### config.mk
export PLATFORM = sky130hd
export DESIGN_NAME = mem_arbiter
export DESIGN_NICKNAME = d
export VERILOG_FILES = /design/src/rtl/mem_arbiter.sv
export SDC_FILE = /design/constraint.sdc
export NUM_CORES = 1
export LEC_CHECK = 0
export ABC_AREA = 1
export ABC_CLOCK_PERIOD_IN_PS = 4150
export BUFFER_PORTS_ARGS = -buffer_cell sky130_fd_sc_hd__buf_2
export CORE_AREA = 2 2 104 106
export CTS_BUF_LIST = sky130_fd_sc_hd__clkbuf_4 sky130_fd_sc_hd__clkbuf_8
export CTS_CLUSTER_SIZE = 20
export DETAILED_ROUTE_END_ITERATION = 8
export DIE_AREA = 0 0 106 108
export PLACE_DENSITY_LB_ADDON = 0.3
export SLEW_MARGIN = 20
export SYNTH_ARGS = -nofsm -noshare
export SYNTH_HDL_FRONTEND = slang
export SYNTH_SLANG_ARGS = --single-unit
### constraint.sdc
create_clock -name CLK -period 4.15 [get_ports CLK]
set_input_delay 0.6225 -clock CLK [delete_from_list [all_inputs] [get_ports CLK]]
set_output_delay 0.6225 -clock CLK [all_outputs]
set_load 0.1 [all_outputs]
### src/rtl/mem_arbiter.sv
// Arbitrates icache fills and dcache loads/stores onto one word-wide RAM port.
// Dcache wins by default; a saturating starvation counter forces an icache grant.
module mem_arbiter #(
    parameter int WORD_W     = 32,
    parameter int STARVE_MAX = 4
) (
    input  logic              CLK,
    input  logic              RST,
    input  logic              iREN,
    input  logic [WORD_W-1:0] iaddr,
    output logic              iwait,
    output logic [WORD_W-1:0] iload,
    input  logic              dREN,
    input  logic              dWEN,
    input  logic [WORD_W-1:0] daddr,
    input  logic [WORD_W-1:0] dstore,
    output logic              dwait,
    output logic [WORD_W-1:0] dload,
    output logic              ramREN,
    output logic              ramWEN,
    output logic [WORD_W-1:0] ramaddr,
    output logic [WORD_W-1:0] ramstore,
    input  logic [WORD_W-1:0] ramload,
    input  logic              ramready
);

    typedef enum logic [1:0] {
        IDLE,
        DBUSY,
        IBUSY
    } state_t;

    state_t     state;
    state_t     state_next;
    logic [3:0] starve_cnt;
    logic [3:0] starve_next;
    logic       d_req;
    logic       starved;
    logic       grant_d;
    logic       grant_i;

    assign d_req   = dREN | dWEN;
    assign starved = iREN && (starve_cnt == 4'(STARVE_MAX));
    assign iload   = ramload;
    assign dload   = ramload;

    always_comb begin
        state_next  = state;
        starve_next = starve_cnt;
        grant_d     = 1'b0;
        grant_i     = 1'b0;
        iwait       = 1'b1;
        dwait       = 1'b1;
        case (state)
            IDLE: begin
                if (d_req && !starved) begin
                    grant_d    = 1'b1;
                    state_next = DBUSY;
                end else if (iREN) begin
                    grant_i    = 1'b1;
                    state_next = IBUSY;
                end
                if (!iREN || grant_i) begin
                    starve_next = 4'd0;
                end else if (grant_d && (starve_cnt != 4'hF)) begin
                    starve_next = starve_cnt + 4'd1;
                end
            end
            // A withdrawn request ends the transaction silently, even if RAM is ready.
            DBUSY: begin
                if (!d_req) begin
                    state_next = IDLE;
                end else if (ramready) begin
                    dwait      = 1'b0;
                    state_next = IDLE;
                end
            end
            IBUSY: begin
                if (!iREN) begin
                    state_next = IDLE;
                end else if (ramready) begin
                    iwait      = 1'b0;
                    state_next = IDLE;
                end
            end
            default: state_next = IDLE;
        endcase
        if (RST) begin
            iwait = 1'b1;
            dwait = 1'b1;
        end
    end

    always_ff @(posedge CLK) begin
        if (RST) begin
            state      <= IDLE;
            starve_cnt <= 4'd0;
            ramREN     <= 1'b0;
            ramWEN     <= 1'b0;
            ramaddr    <= '0;
            ramstore   <= '0;
        end else begin
            state      <= state_next;
            starve_cnt <= starve_next;
            if (grant_d) begin
                ramaddr  <= daddr;
                ramstore <= dstore;
                ramWEN   <= dWEN;
                ramREN   <= dREN & ~dWEN;
            end else if (grant_i) begin
                ramaddr <= iaddr;
                ramREN  <= 1'b1;
                ramWEN  <= 1'b0;
            end else if (state_next == IDLE) begin
                ramREN <= 1'b0;
                ramWEN <= 1'b0;
            end
        end
    end

endmodule

# Yosys cells after proc, flatten, opt, wreduce, memory -nomap -nowiden
# Cells that the tools add are included.
[op_classes]
addsub = 1
n_mul = 0
div_mod_pow = 0
n_lt_le_gt_ge = 0
eq_ne = 4
n_shift = 0
mux = 29
n_bitwise = 3
n_reduce_logical = 12
[op_table]
columns = ["op", "n"]
rows = [
  ["32-bit two-way mux", 2],
  ["1-bit two-way mux", 19],
  ["2-bit two-way mux", 5],
  ["4-bit two-way mux", 2],
  ["2-bit one-hot mux with 3 select lines", 1],
  ["4-bit by 1-bit adder with 4-bit output (second input constant)", 1],
  ["4-bit by 3-bit equality test with 1-bit output (second input constant)", 1],
  ["2-bit logical NOT", 2],
  ["4-bit != test (second input constant)", 1],
  ["2-bit nonzero test", 2],
  ["1-bit logical AND", 3],
  ["3-bit nonzero test", 1],
  ["2-bit by 1-bit equality test with 1-bit output (second input constant)", 1],
  ["2-bit equality test (second input constant)", 1],
  ["1-bit logical NOT", 2],
  ["2-bit AND reduction", 1],
  ["1-bit bitwise AND", 1],
  ["1-bit logical OR", 1],
  ["1-bit NOT", 1],
  ["1-bit OR", 1],
]
[totals]
regBits = 72
latchBits = 0
mem_bits_rw = 0
mem_bits_ro = 0
input_bits = 134
wordCells = 55
memories = 0

# Depth between registers and ports, before layout
# Gate-level depths: netlist of run 1.
[logic_depth]
word_depth = 10
depth_mapped = 9
depth_no_buf = 8

# Worst setup path after synthesis of run 1
# Ideal clock, no wire load.
[synth_timing]
kind = "input to output"
startpoint = "input port RST"
endpoint = "output port dwait"
arrival_time_ps = 1942
setup_slack_ps = 1586
cell_stages = 3
cell_sequence = "clkinv_1 > clkbuf_1 > nand4_1"
[synth_between]
elab_chain_cells = 1
[synth_rtl]
columns = ["item", "line", "text"]
rows = [
  ["from (decl)", "8", "input logic RST,"],
  ["1-bit two-way mux", "88", "if (RST) begin"],
  ["to (decl)", "17", "output logic dwait,"],
]
# Every way passes these cells.

# Worst setup path after layout of run 1
# Ends and elaborated chain as after synthesis.

==> results.cfg, run 1 <==
[routing]
wirelength_um = 8970
dr.pass1.iters = 4
num_vias = 3404
vias_per_cell = 4.54
wl_per_cell_um = 12.0
drt-initial-drc-count = 201
ant_nets = 0
drc = 0

[logic_synthesis]
ys_top_cells_by_area = dfxtp_1 41%, nand2_1 16%, buf_4 15%, nor2_1 11%, a21oi_1 5.5%
ys_seq_elements = 72
yosys-top-cells-count = 148 x nand2_1, 103 x nor2_1, 72 x dfxtp_1
yosysTopAreaCell = dfxtp_1
synthArstFlopShare_pct = 0
synth-main-ff-cell = dfxtp_1
synth_top_area_share_pct = 40.6
syn_area_um2 = 3550
syn_area_per_cell_um2 = 6.85
post-synth-top-count-cell = nand2_1
synth_edf_count = 0
yosysSeqAreaShare_pct = 40.6
syn-num-nets = 655
yosysUniqueCellTypes = 20
synthCells = 519
synth_warnings = 0

[setup_path]
cp_data_required_time_ps = 3530
regToRegSetupSlack_ps = 1930
timing.rr.end = ramstore[1]$_SDFFE_PP0P_
reg2reg_depth = 7
cp.arrival_ps = 2190
critPathCaptureType = output pin
crit_type = in2out
crit_start = RST
crit_fanout = 40
crit_end = dwait
rr_startpoint = starve_cnt[0]$_SDFFE_PP0P_
critPathLaunchType = input pin

[timing]
fin_tns_setup_ps = 0
period_share_pct = 67.9
drv_slew = 0
finClkSkew_ps = 7.98
max-slew-margin-rel_pct = 52.2
hold_slack_ps = 461
tightest_slew_ps = 718
hold_viol_final = 0
rsz0062_at_grt = no
timing.fmax_mhz = 355
period_needed_ps = 2820
setup-violations-final = 0

[layout]
fin_nets = 747
fillCellCount = 1132
fin_area_um2 = 4120
drive_gt1_share_pct = 30.8
area_growth_pct = 16.0
n_antenna_cell = 0
final_util_pct = 40.3

[power_and_ir_drop]
switching_share_pct = 44.8
p_sw_mw = 0.903
p_per_area_nw_per_um2 = 489
p_int_mw = 1.11
power.leakage_nw = 2.12
p_total_mw = 2.02
seqPwrFrac_pct = 39.1
pwr-share-clk_pct = 22.9
vdd_drop_max_mv = 0.191
combPwrFrac_pct = 38.1

[die]
start_util_pct = 34.7
rows = 37
io_pins = 266
dieArea_um2 = 11400
die_w_um = 106
die_h_um = 108
core-area_um2 = 10200

[global_routing]
grt_pass1_wl_um = 13900
grt_pass1_vias = 3155
antenna_found_initial = 0
gr-total-overflow = 0
grt_max_degree = 55
grt_usage_pct = 15.2

[placement]
gp_congestion = 0.755
dpl_cell_area_um2 = 3970
dp_hpwl_um = 6460
numPortBuffers = 169

[clock_network]
cts_num_sinks = 72
hold_buffers = 0
post_cts_buffers = 0
post_cts_resize_count = 0
cts_buffers = 9
tritoncts = yes
htreeDepth = 3
insertion_delay_ps = 340
root_buffer = clkbuf_8
clockBufferDepth = 2
clkTransAtPathRegs_ps = 70

[status]
status = complete, no violations

[run]
maxCapViolCount = 0

[hold_path]
hp-class = reg2reg
[placed cells by master, fill, tap and decap left out, drive strengths merged]
cell / count
nor3: 32
a31oi: 1
xnor2: 1
clkinv: 3
nand3: 11
ha: 2
nand4: 4
nor2: 103
buf: 172
nand2: 148
inv: 13
a21oi: 40
clkbuf: 11
dfxtp: 72
[layout make-up]
class | instances | area [µm²] | share of cell area (%)
Clock buffer | 11 | 139 | 3.37
Clock inverter | 2 | 10.0 | 0.243
Inverter | 14 | 52.6 | 1.27
Multi-Input combinational cell | 342 | 1440 | 35.0
Sequential cell | 72 | 1440 | 35.0
Tap cell | 136 | 170 | 4.13
Timing Repair Buffer | 172 | 868 | 21.1
[flip-flops by register name (all words and copies together) (netlist names)]
register and cells:
ramREN 1, ramWEN 1, ramaddr 32, ramstore 32, starve_cnt 4, state 2
[kinds of logic (layout without fill, tap and decap cells)]
group | Yosys count | count (layout) | synth area share [%]
AND/OR/NAND/NOR | 298 | 298 | 33.4
adder cells (fa/ha/maj) | 2 | 2 | 0.704
flip-flops | 72 | 72 | 40.6
AO/OA/AOI/OAI | 41 | 41 | 5.92
buffers and inverters | 105 | 199 | 19.2
XOR/XNOR | 1 | 1 | 0.247
[worst min path at each step]
stage,start,end,cells after the start
4_1_cts,ramstore[3]$_SDFFE_PP0P_,ramstore[3]$_SDFFE_PP0P_,2
3_3_place_gp,ramstore[8]$_SDFFE_PP0P_,ramstore[8]$_SDFFE_PP0P_,2
6_report,ramstore[13]$_SDFFE_PP0P_,ramstore[13]$_SDFFE_PP0P_,2
5_1_grt,ramstore[8]$_SDFFE_PP0P_,ramstore[8]$_SDFFE_PP0P_,2
2_1_floorplan,starve_cnt[0]$_SDFFE_PP0P_,starve_cnt[0]$_SDFFE_PP0P_,2
3_5_place_dp,ramstore[3]$_SDFFE_PP0P_,ramstore[3]$_SDFFE_PP0P_,2
[metal layers]
layer  global-route usage [%]  vias up  part of all wire (%)
li1                         -     1740                     -
met1                     16.7     1485                    43
met2                     26.0      165                    45
met3                     6.15       14                    10
met4                     6.48        0                   1.7
met5                        0        -                     0
[critical path: stages]
cell and delay, ps:
buf_2 560, clkinv_1 150, buf_4 280, nand4_1 140, buf_2 430
[power by group through the flow]
stage | sequential, mW | combinational, mW | clock [mW]
after floorplan | 1.24 | 0.482 | 0
after global placement | 0.802 | 0.769 | 0
after detailed placement | 0.804 | 0.774 | 0
after CTS | 0.789 | 0.774 | 0.486
after global routing | 0.796 | 0.814 | 0.516
final | 0.788 | 0.768 | 0.461
[per-stage QoR]
step	instances	setup slack [ps]
5_1_grt	749	1180
6_report	749	1330
3_3_place_gp	736	1340
2_1_floorplan	519	1590
3_5_place_dp	736	1300
4_1_cts	749	1300
No activity file was read; power rests on OpenSTA's default activity.
==> run 2, diff against run 1 <==
ABC_CLOCK_PERIOD_IN_PS = 2700   (was 4150)
clock period = 2.7 ns   (was 4.15 ns; I/O delays follow)
==> run 2 against run 1 <==
Cell count up 0.67%. Core utilization increased by 1.3 points. Worst setup slack got worse by 690 ps. Flip-flop and latch count is the same. First-iteration DRC count is 14% lower. Global-route usage increased by 0.19 points. Sequential share of layout area decreased by 1.1 points. Critical endpoint is now ramstore[28]$_SDFFE_PP0P_. Largest cell class unchanged.
==> results.cfg, run 2 (synthesized netlist as in run 1, its figures left out) <==
[setup_path]
crit_fanout = 33
critPathLaunchType = register
critPathCaptureType = register
rr_startpoint = starve_cnt[0]$_SDFFE_PP0P_
crit_type = reg2reg
reg2reg_depth = 7
crit_start = starve_cnt[0]$_SDFFE_PP0P_
cp.arrival_ps = 2330
cp_data_required_time_ps = 2980

[global_routing]
grt_pass1_wl_um = 14200
grt_pass1_vias = 3098
grt_usage_pct = 15.4
grt_max_degree = 68
antenna_found_initial = 0
gr-total-overflow = 0

[layout]
top_regs = ramaddr x32, ramstore x32, starve_cnt x4
drive_gt1_share_pct = 31.2
fin_nets = 749
n_antenna_cell = 0
fillCellCount = 1112
multi_input_area_um2 = 1440
area_growth_pct = 19.7
final_util_pct = 41.6
layout_common_cells = 167 x buf_2, 148 x nand2_1, 103 x nor2_1, 72 x dfxtp_1, 39 x a21oi_1
layout_commonest_cell = buf_2
regArea_um2 = 1440

[clock_network]
htreeDepth = 3
post_cts_buffers = 0
root_buffer = clkbuf_8
insertion_delay_ps = 340
cts_buffers = 9
tritoncts = yes
post_cts_resize_count = 0
hold_buffers = 0
clockBufferDepth = 2
clkTransAtPathRegs_ps = 70
cts_num_sinks = 72

[placement]
dp_hpwl_um = 6470
gp_congestion = 0.754
numPortBuffers = 169

[routing]
drc = 0
num_vias = 3427
ant_nets = 0
wl_per_cell_um = 11.8
vias_per_cell = 4.55
dr.pass1.iters = 4
drt-initial-drc-count = 172
wirelength_um = 8920

[run]
maxCapViolCount = 0

[power_and_ir_drop]
p_total_mw = 3.36
p_per_area_nw_per_um2 = 789
power.leakage_nw = 2.19
vdd_drop_max_mv = 0.461

[timing]
fin_tns_setup_ps = 0
timing.fmax_mhz = 487
rsz0062_at_grt = no
drv_slew = 0
period_needed_ps = 2050
period_share_pct = 76.0
setup-violations-final = 0
finClkSkew_ps = 7.34
hold_viol_final = 0
tightest_slew_ps = 510
max-slew-margin-rel_pct = 65.9

[hold_path]
hp-start = dstore[26]
hp-class = in2reg
hold_depth = 3

[die]
die_h_um = 108
rows = 37
start_util_pct = 34.7
core-area_um2 = 10200
dieArea_um2 = 11400
die_w_um = 106
io_pins = 266

[status]
status = complete, no violations
-- run 2: changes by cell type in the layout (fill, tap and decap cells not counted), sizes merged --
cell / change
buf: +2
bufinv: +2
inv: +1
-- run 2: critical path, stage by stage, from the launching register on --
cell and delay [ps]:
dfxtp_1 400, inv_1 80, ha_1 210, nand4_1 160, nand3_4 330, inv_2 530
nand2_1 120, a21oi_1 130
-- run 2: power by group --
group / total [mW] / switching, mW / internal [mW]
logic: 1.19 / 0.966 / 0.222
registers: 1.21 / 0.0492 / 1.16
clock network: 0.959 / 0.403 / 0.556
total: 3.36 / 1.42 / 1.94
-- run 2: path summary, 6_finish.rpt --
path         slack [ps]                        end
max                 650  ramstore[28]$_SDFFE_PP0P_
min                 310  ramstore[26]$_SDFFE_PP0P_
max reg2reg         650  ramstore[28]$_SDFFE_PP0P_
min reg2reg         460   ramstore[3]$_SDFFE_PP0P_
-- run 2: routing by layer --
layer,routed length (µm),share of wire (%),up-vias,global-route usage [%]
li1,-,-,1751,-
met1,3800,43,1491,18.2
met2,4030,45,171,25.0
met3,933,10,14,6.09
met4,161,1.8,0,6.20
met5,0,0,-,0
-- run 2: metrics by stage --
| step | hold WS, ps | cells | instance area [µm²] | setup slack [ps] |
|---|---|---|---|---|
| floorplan | 484 | 519 | 3550 | 571 |
| global placement | 451 | 738 | 4030 | 679 |
| detailed placement | 452 | 738 | 4030 | 641 |
| CTS | 283 | 754 | 4250 | 625 |
| global route | 288 | 754 | 4250 | 381 |
| finish | 306 | 754 | 4250 | 648 |
-- run 2: area by class of cell --
| type | instances | share of cell area [%] |
|---|---|---|
| inverter | 14 | 1.24 |
| clock inverter | 5 | 1.85 |
| sequential | 72 | 33.9 |
| timing repair buffer | 174 | 21.8 |
| clock buffer | 11 | 3.41 |
| tap | 136 | 4.00 |
| multi-input combinational | 342 | 33.8 |
==> run 3, diff against run 2 <==
ABC_CLOCK_PERIOD_IN_PS = 1800   (was 2700)
CORE_AREA = unset   (was 2 2 104 106)
CORE_ASPECT_RATIO = 0.75   (was unset)
CORE_MARGIN = 2   (was unset)
CORE_UTILIZATION = 38   (was unset)
DIE_AREA = unset   (was 0 0 106 108)
clock period = 1.8 ns   (was 2.7 ns; I/O delays follow)
==> run 3 against run 2 <==
First-iteration DRC count fell by 11%. Largest power group is now combinational logic. Sequential power increased by 50%. Largest cell class unchanged. Register-to-register slack got worse by 410 ps. Critical endpoint is now ramstore[14]$_SDFFE_PP0P_. Non-clock buffer count up 4. Highest routed layer unchanged. Fmax up 32%. Critical path type unchanged.
==> results.cfg, run 3 (synthesized netlist as in run 1, its figures left out) <==
[routing]
num_vias = 3424
ant_nets = 0
vias_per_cell = 4.57
wirelength_um = 9000
wl_per_cell_um = 12.0
drc = 0
drt-initial-drc-count = 153
dr.pass1.iters = 4

[timing]
rsz0062_at_grt = no
setup-violations-final = 0
hold_viol_final = 0
period_share_pct = 86.5
max-slew-margin-rel_pct = 66.3
period_needed_ps = 1560
tightest_slew_ps = 509
finClkSkew_ps = 7.60
timing.fmax_mhz = 642
drv_slew = 0
fin_tns_setup_ps = 0

[clock_network]
cts_num_sinks = 72
tritoncts = yes
post_cts_buffers = 0
cts_buffers = 9
htreeDepth = 3
insertion_delay_ps = 350
post_cts_resize_count = 0
root_buffer = clkbuf_8
clockBufferDepth = 2
clkTransAtPathRegs_ps = 70
hold_buffers = 0

[setup_path]
regToRegSetupSlack_ps = 240
critPathLaunchType = register
critPathCaptureType = register
path_cells = inv_1, ha_1, nand4_1, nand3_4, inv_2, buf_12, nand2_1, a21oi_1
reg2reg_depth = 8
cp_data_required_time_ps = 2080
max_stage_delay_ps = 400
cp.arrival_ps = 1840
slowest_stage = dfxtp_1
crit_type = reg2reg
crit_fanout = 33

[placement]
numPortBuffers = 169
dpl_cell_area_um2 = 4090
dp_hpwl_um = 6480
gp_congestion = 0.759

[global_routing]
grt_pass1_wl_um = 13800
gr-total-overflow = 0
grt_usage_pct = 17.3
grt_pass1_vias = 3018
antenna_found_initial = 0
grt_max_degree = 43

[die]
die_w_um = 116
die_h_um = 87.7
io_pins = 266
rows = 30
dieArea_um2 = 10100
start_util_pct = 39.1
core-area_um2 = 9080

[layout]
layout_commonest_cell = buf_2
drive_gt1_share_pct = 31.6
fillCellCount = 981
n_antenna_cell = 0
fin_area_um2 = 4300
top_regs = ramaddr x32, ramstore x32, starve_cnt x4
area_growth_pct = 21.0
layout_common_cells = 167 x buf_2, 148 x nand2_1, 103 x nor2_1, 72 x dfxtp_1, 39 x a21oi_1
fin_nets = 753

[hold_path]
hp-class = in2reg
hold_depth = 3

[power_and_ir_drop]
p_total_mw = 5.05
power.leakage_nw = 2.21
vdd_drop_max_mv = 0.575
p_per_area_nw_per_um2 = 1170

[status]
status = complete, no violations

[run]
maxCapViolCount = 0
[run 3: per-stage QoR]
stage | std cells | hold slack [ps] | util, % | setup WS [ps]
after floorplan | 519 | 413 | - | 43.2
after global placement | 734 | 450 | 45.0 | 337
after detailed placement | 734 | 455 | 45.0 | 263
after CTS | 749 | 131 | 47.3 | 235
after global routing | 749 | 132 | 47.3 | 76.2
final | 749 | 158 | 47.3 | 242
[run 3: path summary, 6_finish.rpt]
| path | startpoint | endpoint |
|---|---|---|
| worst max-delay path | starve_cnt[0]$_SDFFE_PP0P_ | ramstore[14]$_SDFFE_PP0P_ |
| worst min-delay path | dstore[9] | ramstore[9]$_SDFFE_PP0P_ |
| worst max register to register | starve_cnt[0]$_SDFFE_PP0P_ | ramstore[14]$_SDFFE_PP0P_ |
| worst min register to register | ramstore[16]$_SDFFE_PP0P_ | ramstore[16]$_SDFFE_PP0P_ |
[run 3: layer usage]
layer	up-vias	global-route usage (%)	wire [µm]	part of all wire, %
met3	13	8.86	999	11
met5	-	0	0	0
li1	1753	-	-	-
met1	1487	19.9	3920	44
met4	0	7.25	169	1.9
met2	171	27.4	3910	43
[run 3: area by class of cell]
type                       instances  area (µm²)  area share, %
clock buffer                      12         146           3.40
timing repair buffer             178         993           23.1
clock inverter                     3        67.6           1.57
tap                              128         160           3.72
multi-input combinational        342        1440           33.5
inverter                          14        52.6           1.22
sequential                        72        1440           33.5
[run 3: worst max-delay path: cells and delay by family, from the launching register on]
family / cells / cell delay (ps)
compound gates: 1 / 120
buf+inv: 3 / 360
flops: 1 / 400
fa+ha+maj: 1 / 220
simple gates: 3 / 380
[run 3: power breakdown]
| group | switching, mW | leakage [nW] | internal (mW) |
|---|---|---|---|
| registers | 0.0738 | 0.596 | 1.74 |
| logic | 1.46 | 1.51 | 0.366 |
| clock network | 0.582 | 0.107 | 0.820 |
